File: src/rtl/mem_access_if.sv
// Bus bundle between the pipeline MEM stage, the ram block and serial status for mem_access.
// Shared RAM op/enable encodings are defined here so both sides agree on them.
`ifndef RAM_OP_RD
`define RAM_OP_RD 1'b0
`endif
`ifndef RAM_OP_WR
`define RAM_OP_WR 1'b1
`endif
`ifndef RAM_ENABLE
`define RAM_ENABLE 1'b1
`endif

interface mem_access_if;
  logic        req_rd;
  logic        req_wr;
  logic [17:0] req_addr;
  logic [15:0] req_data;
  logic [17:0] ram_addr;
  logic [15:0] ram_wdata;
  logic        ram_op;
  logic        ram_en;
  logic [15:0] ram_rdata;
  logic        ram_pause;
  logic        tsre;
  logic        tbre;
  logic        data_ready;
  logic [15:0] rd_data;
  logic        rd_valid;
  logic        stall;
  logic        timeout;

  modport master (
    output req_rd, req_wr, req_addr, req_data, ram_rdata, ram_pause, tsre, tbre, data_ready,
    input  ram_addr, ram_wdata, ram_op, ram_en, rd_data, rd_valid, stall, timeout
  );

  modport slave (
    input  req_rd, req_wr, req_addr, req_data, ram_rdata, ram_pause, tsre, tbre, data_ready,
    output ram_addr, ram_wdata, ram_op, ram_en, rd_data, rd_valid, stall, timeout
  );
endinterface

File: src/rtl/mem_access.sv
// MEM-stage load/store sequencer: one-cycle ram access per request, optional serial-port wait.
// Optional feature macro: MEM_SERIAL_WAIT_EN (SWAIT state, wait counter, timeout for 18'hBF00).
`ifndef RAM_OP_RD
`define RAM_OP_RD 1'b0
`endif
`ifndef RAM_OP_WR
`define RAM_OP_WR 1'b1
`endif
`ifndef RAM_ENABLE
`define RAM_ENABLE 1'b1
`endif

module mem_access #(
  parameter logic [15:0] WAIT_LIMIT = 16'd50000
) (
  input  logic         clk_50MHz,
  input  logic         rst,
  mem_access_if.slave  bus
);
  typedef enum logic [1:0] {IDLE, ACCESS, SWAIT, DONE} state_t;

  state_t      r_state;
  state_t      w_next;
  logic [17:0] r_addr;
  logic [15:0] r_wdata;
  logic        r_op;
  logic        r_en;
  logic [15:0] r_rd_data;
  logic        r_rd_valid;
  logic        w_accept;
  logic        w_req_op;
  logic        w_wait_expired;

`ifdef MEM_SERIAL_WAIT_EN
  localparam logic [17:0] SERIAL_ADDR = 18'hBF00;
  logic [15:0] r_wait_cnt;
  logic        r_timeout;
  logic        w_serial_ok;
`endif

  always_comb begin
    w_next         = r_state;
    w_accept       = 1'b0;
    w_wait_expired = 1'b0;
    w_req_op       = bus.req_wr ? `RAM_OP_WR : `RAM_OP_RD;
`ifdef MEM_SERIAL_WAIT_EN
    w_serial_ok    = (r_op == `RAM_OP_RD) ? bus.data_ready : (bus.tsre && bus.tbre);
`endif
    case (r_state)
      IDLE: begin
        if (bus.req_rd || bus.req_wr) begin
          w_accept = 1'b1;
          w_next   = ACCESS;
`ifdef MEM_SERIAL_WAIT_EN
          if (bus.req_addr == SERIAL_ADDR) w_next = SWAIT;
`endif
        end
      end
      ACCESS: w_next = DONE;
`ifdef MEM_SERIAL_WAIT_EN
      SWAIT: begin
        if (w_serial_ok) begin
          w_next = ACCESS;
        end else if (r_wait_cnt == WAIT_LIMIT - 16'd1) begin
          w_next         = DONE;
          w_wait_expired = 1'b1;
        end
      end
`endif
      DONE:    w_next = IDLE;
      default: w_next = IDLE;
    endcase
  end

  // ram_en and rd_valid are registered from the next state so they track ACCESS/DONE exactly.
  always_ff @(posedge clk_50MHz or negedge rst) begin
    if (!rst) begin
      r_state    <= IDLE;
      r_addr     <= '0;
      r_wdata    <= '0;
      r_op       <= `RAM_OP_RD;
      r_en       <= ~`RAM_ENABLE;
      r_rd_data  <= '0;
      r_rd_valid <= 1'b0;
    end else begin
      r_state    <= w_next;
      r_en       <= (w_next == ACCESS) ? `RAM_ENABLE : ~`RAM_ENABLE;
      r_rd_valid <= (w_next == DONE) && (r_op == `RAM_OP_RD);
      if (w_accept) begin
        r_addr  <= bus.req_addr;
        r_wdata <= bus.req_data;
        r_op    <= w_req_op;
      end
      if (r_state == ACCESS && r_op == `RAM_OP_RD) r_rd_data <= bus.ram_rdata;
      else if (w_wait_expired)                     r_rd_data <= '0;
    end
  end

`ifdef MEM_SERIAL_WAIT_EN
  always_ff @(posedge clk_50MHz or negedge rst) begin
    if (!rst) begin
      r_wait_cnt <= '0;
      r_timeout  <= 1'b0;
    end else if (w_accept) begin
      r_wait_cnt <= '0;
      r_timeout  <= 1'b0;
    end else if (r_state == SWAIT) begin
      r_wait_cnt <= r_wait_cnt + 16'd1;
      if (w_wait_expired) r_timeout <= 1'b1;
    end
  end

  assign bus.timeout = r_timeout;
`else
  logic w_unused_serial;
  assign w_unused_serial = ^{WAIT_LIMIT, bus.tsre, bus.tbre, bus.data_ready};
  assign bus.timeout     = 1'b0;
`endif

  assign bus.ram_addr  = r_addr;
  assign bus.ram_wdata = r_wdata;
  assign bus.ram_op    = r_op;
  assign bus.ram_en    = r_en;
  assign bus.rd_data   = r_rd_data;
  assign bus.rd_valid  = r_rd_valid;
  // DONE releases the pipeline; ram_pause only matters while the access is on the bus.
  assign bus.stall = (r_state == IDLE) ? (bus.req_rd | bus.req_wr)
                                       : ((r_state != DONE) | ((r_state == ACCESS) & bus.ram_pause));
endmodule

File: src/flat_wrapper.sv
// flat-port wrapper written by rule: the top's interface ports become plain ports
module mem_access_flat 
#(
  parameter logic [15:0] WAIT_LIMIT = 16'd50000
)
  (clk_50MHz, rst, bus_req_rd, bus_req_wr, bus_req_addr, bus_req_data, bus_ram_rdata, bus_ram_pause, bus_tsre, bus_tbre, bus_data_ready, bus_ram_addr, bus_ram_wdata, bus_ram_op, bus_ram_en, bus_rd_data, bus_rd_valid, bus_stall, bus_timeout);
  mem_access_if bus_i ();
  input  logic clk_50MHz;
  input  logic rst;
  input wire logic [$bits(bus_i.req_rd)-1:0] bus_req_rd;
  input wire logic [$bits(bus_i.req_wr)-1:0] bus_req_wr;
  input wire logic [$bits(bus_i.req_addr)-1:0] bus_req_addr;
  input wire logic [$bits(bus_i.req_data)-1:0] bus_req_data;
  input wire logic [$bits(bus_i.ram_rdata)-1:0] bus_ram_rdata;
  input wire logic [$bits(bus_i.ram_pause)-1:0] bus_ram_pause;
  input wire logic [$bits(bus_i.tsre)-1:0] bus_tsre;
  input wire logic [$bits(bus_i.tbre)-1:0] bus_tbre;
  input wire logic [$bits(bus_i.data_ready)-1:0] bus_data_ready;
  output wire logic [$bits(bus_i.ram_addr)-1:0] bus_ram_addr;
  output wire logic [$bits(bus_i.ram_wdata)-1:0] bus_ram_wdata;
  output wire logic [$bits(bus_i.ram_op)-1:0] bus_ram_op;
  output wire logic [$bits(bus_i.ram_en)-1:0] bus_ram_en;
  output wire logic [$bits(bus_i.rd_data)-1:0] bus_rd_data;
  output wire logic [$bits(bus_i.rd_valid)-1:0] bus_rd_valid;
  output wire logic [$bits(bus_i.stall)-1:0] bus_stall;
  output wire logic [$bits(bus_i.timeout)-1:0] bus_timeout;
  assign bus_i.req_rd = bus_req_rd;
  assign bus_i.req_wr = bus_req_wr;
  assign bus_i.req_addr = bus_req_addr;
  assign bus_i.req_data = bus_req_data;
  assign bus_i.ram_rdata = bus_ram_rdata;
  assign bus_i.ram_pause = bus_ram_pause;
  assign bus_i.tsre = bus_tsre;
  assign bus_i.tbre = bus_tbre;
  assign bus_i.data_ready = bus_data_ready;
  assign bus_ram_addr = bus_i.ram_addr;
  assign bus_ram_wdata = bus_i.ram_wdata;
  assign bus_ram_op = bus_i.ram_op;
  assign bus_ram_en = bus_i.ram_en;
  assign bus_rd_data = bus_i.rd_data;
  assign bus_rd_valid = bus_i.rd_valid;
  assign bus_stall = bus_i.stall;
  assign bus_timeout = bus_i.timeout;
  mem_access #(.WAIT_LIMIT(WAIT_LIMIT)) u_core (.clk_50MHz(clk_50MHz), .rst(rst), .bus(bus_i));
endmodule
File: config.mk
export PLATFORM = sky130hd
export DESIGN_NAME = mem_access_flat
export DESIGN_NICKNAME = d
export VERILOG_FILES = /design/src/rtl/mem_access_if.sv /design/src/rtl/mem_access.sv /design/src/flat_wrapper.sv
export SDC_FILE = /design/constraint.sdc
export NUM_CORES = 1
export LEC_CHECK = 0
export CAP_MARGIN = 40
export CORE_MARGIN = 4
export CORE_UTILIZATION = 40
export DETAILED_ROUTE_END_ITERATION = 16
export GPL_TIMING_DRIVEN = 0
export PLACE_DENSITY = 0.79
export SLEW_MARGIN = 20
export SYNTH_ARGS = -nofsm -noshare
export SYNTH_HDL_FRONTEND = slang
export SYNTH_SLANG_ARGS = --single-unit
File: constraint.sdc
create_clock -name clk_50MHz -period 1.7 [get_ports clk_50MHz]
set_input_delay 0.17 -clock clk_50MHz [delete_from_list [all_inputs] [get_ports clk_50MHz]]
set_output_delay 0.17 -clock clk_50MHz [all_outputs]
set_load 0.02 [all_outputs]
==> run_results.csv <==
group,metric,value,unit
layout,area_growth,57.4,%
placed_design,place_inst,300,
critical_path,cp_slowest_cell,"dfrtp_1",
logic_synthesis,ys_ff_latch,55,
power,p_int,0.00483,W
critical_path,critPathKind,"reg -> out",
clock_network,cts_sinks,55,
global_routing,grt_pass1_wl,7.53,mm
layout,final_cells,309,
critical_path,cp.depth,3,
logic_synthesis,synth_top_area_cell,"dfrtp_1",
route,vias,1398,
timing,holdWs,0.451,ns
route,drt_first_pass_iters,3,
timing,slew_headroom,54.5,%
logic_synthesis,avgSynthCellArea,18.2,um2
route,drc,0,
critical_path,endpoint,"bus_stall",
logic_synthesis,synthArstFlopShare,100,%
timing,rsz0062_at_grt,"no",
layout,fillers,400,
logic_synthesis,synth-warning-count,0,
clock_network,cts_tree,"yes",
power,power.density,2070,nW/um2
logic_synthesis,ys_types,16,
power,p_comb_share,55.7,%
layout,seq_area,1380,um2
placed_design,hpwl,3.94,mm
route,postRouteAntennaNets,0,
floorplanning,core_area,5270,um2
power,netSwitchingPower,0.00245,W
logic_synthesis,synth_flop_cell,"dfrtp_1",
critical_path,crit_required,1.53,ns
power,peakVddDrop,0.00104,V
global_routing,grt_pass1_vias,1382,
clock_network,numCtsBuffers,5,
logic_synthesis,netlist.area_leader.share,61.6,%
critical_path,max_stage_delay,0.43,ns
layout,drive_gt1_share,28.5,%
power,switching_share,33.7,%
global_routing,grt_overflow,0,
clock_network,clockRootBuffer,"clkbuf_8",
placed_design,gp_congestion,0.735,
critical_path,crit_family,"flip-flops",
clock_network,cts_buffer_depth,2,
global_routing,grt_use_total,15.0,%
clock_network,h-tree-depth,2,
critical_path,path_max_fanout,5,
timing,fin_ws,0.139,ns
logic_synthesis,synth_area,2240,um2
power,pwr-share-clk,12.1,%
clock_network,clkTransAtPathRegs,0.09,ns
layout,final_net_count,296,
critical_path,reg2reg_depth,5,
logic_synthesis,synthCells,123,
route,routed_wl,5.10,mm
global_routing,grt_start_max_net_pins,56,
timing,min_period,1.56,ns
floorplanning,io_pins,113,
critical_path,rrSetupSlack,0.15,ns
global_routing,antenna_found_initial,0,
timing,clock_skew,0.00504,ns
floorplanning,dieArea,6850,um2
critical_path,critPathLaunchType,"flip-flop",
critical_path,cp.arrival,1.39,ns
critical_path,critPathCaptureType,"output pin",
clock_network,postCtsSetupRepairBufs,0,
route,viasPerCell,4.52,
timing,setup_violations,0,
critical_path,rr_endpoint,"u_core.bus.ram_addr[15]$_DFFE_PN0P_",
layout,multi_input_area,776,um2
power,leakage,1.53,nW
layout,diodes,0,
route,detail_route.iter0.violations,32,
timing,final-hold-violation-count,0,
outcome,status,"finished clean",
flow_run,drv_cap,0,
timing,tightest_slew,0.682,ns
logic_synthesis,syn-num-nets,181,
critical_path,path_cells,"nor4_1, a21oi_1, dlygate4sd2_1",
logic_synthesis,synth.yosys.seq_area_share,61.6,%
logic_synthesis,synth_common_cells,"dfrtp_1, mux2_4, mux2_2",
logic_synthesis,netlist_top_cells_area,"dfrtp_1, mux2_4, mux2_2",
timing,finalSetupTns,0,ns
route,wl_per_cell,16.5,um
critical_path,reg2reg_from,"u_core.r_state[0]$_DFF_PN0_",
critical_path,worst-path-buf-inv,1,
logic_synthesis,synth-edff-count,0,
floorplanning,start_util,42.4,%
timing,slew_viol_final,0,
logic_synthesis,synthMostInstantiatedCell,"dfrtp_1",
clock_network,clk_latency,0.30,ns
placed_design,pre_cts_ws,0.0527,ns
placed_design,io_buffers,107,
floorplanning,row_count,26,
hold_path,hold_path.class,"in -> async",
power,pwr-share-seq,32.2,%
floorplanning,dieHeight,82.8,um
timing,fin_crit_sh,91.8,%
floorplanning,die_x,82.8,um
critical_path,crit_path_start,"u_core.r_state[0]$_DFF_PN0_",
timing,fmax,641,MHz
[cells in the final DEF (no fill, tap or decap), types with 2 or more instances in the layout]
cell type	Yosys	final
buf_4	1	2
buf_6	5	5
clkbuf_8	0	6
clkdlybuf4s50_1	0	105
dfrtp_1	55	55
mux2_2	12	12
mux2_4	38	38
nor2_1	2	2
[sequential cells by signal, indices dropped and copies added, names as in the netlist]
signal / flops
u_core.bus.ram_addr: 18
u_core.bus.ram_en: 1
u_core.bus.ram_op: 1
u_core.bus.ram_wdata: 16
u_core.bus.rd_data: 16
u_core.bus.rd_valid: 1
u_core.r_state: 2
[final cells by class]
class / count / area share [%]
Clock buffer: 6 / 2.35
Multi-Input combinational cell: 61 / 22.0
Tap cell: 70 / 2.49
Timing Repair Buffer: 108 / 30.6
Clock inverter: 2 / 0.996
Sequential cell: 55 / 39.1
Buffer: 7 / 2.38
[power groups by stage]
stage / Clock [W] / Sequential (W) / Combinational [W]
final: 0.000878 / 0.00235 / 0.00406
after global routing: 0.000982 / 0.00243 / 0.00425
after CTS: 0.000903 / 0.00236 / 0.00411
after detailed placement: 0 / 0.00238 / 0.00411
after global placement: 0 / 0.00234 / 0.00408
after floorplan: 0 / 0.00316 / 0.00158
[logic make-up (layout without fill, tap and decap cells)]
logic type / count (synthesis) / count (layout) / synth area share, %
AO/OA/AOI/OAI: 3 / 3 / 0.951
buffers and inverters: 7 / 123 / 3.75
multiplexers: 50 / 50 / 31.6
flip-flops: 55 / 55 / 61.6
other: 1 / 1 / 0.168
AND/OR/NAND/NOR: 7 / 7 / 2.01
[repair_timing]
action | CTS | global route
resized for setup | 1 | 0
hold buffers | 1 | 0
setup endpoints to repair | 1 | 0
hold endpoints to repair | 55 | 0
[metal layers]
layer  wire, um  GRT usage (%)  vias to the layer above
met5          0              0                        -
met4        149           7.35                        0
met3        359           2.93                        8
met2       2500           24.5                       49
met1       2090           19.0                      686
li1           -              -                      655
[worst min-delay path by stage]
stage                     slack [ns]                               start                                    to  cells past startpoint
final                           0.45                                 rst     u_core.bus.rd_data[7]$_DFFE_PN0P_                      2
after global routing            0.46                    bus_req_data[11]  u_core.bus.ram_wdata[11]$_DFFE_PN0P_                      2
after CTS                       0.47                                 rst     u_core.bus.rd_data[6]$_DFFE_PN0P_                      2
after detailed placement        0.26                                 rst     u_core.bus.rd_data[7]$_DFFE_PN0P_                      1
after global placement          0.49  u_core.bus.rd_data[15]$_DFFE_PN0P_    u_core.bus.rd_data[15]$_DFFE_PN0P_                      1
after floorplan                -0.13                                 rst    u_core.bus.ram_addr[0]$_DFFE_PN0P_                      0
[worst reg2reg max path, stage by stage (launching register included)]
cell and delay [ns]:
dfrtp_1 0.43, nor2_1 0.19, o21a_1 0.17, buf_6 0.15
buf_6 0.19, mux2_4 0.32
[stage by stage]
stage / util (%) / power [W] / area [um2]
after CTS: 66.8 / 0.00737 / 3520
final: 66.8 / 0.00729 / 3520
after floorplan: - / 0.00474 / 2240
after global routing: 66.8 / 0.00766 / 3520
after detailed placement: 64.4 / 0.00648 / 3390
after global placement: 64.4 / 0.00642 / 3390
Note: power is estimated with default switching activity, not from simulation.
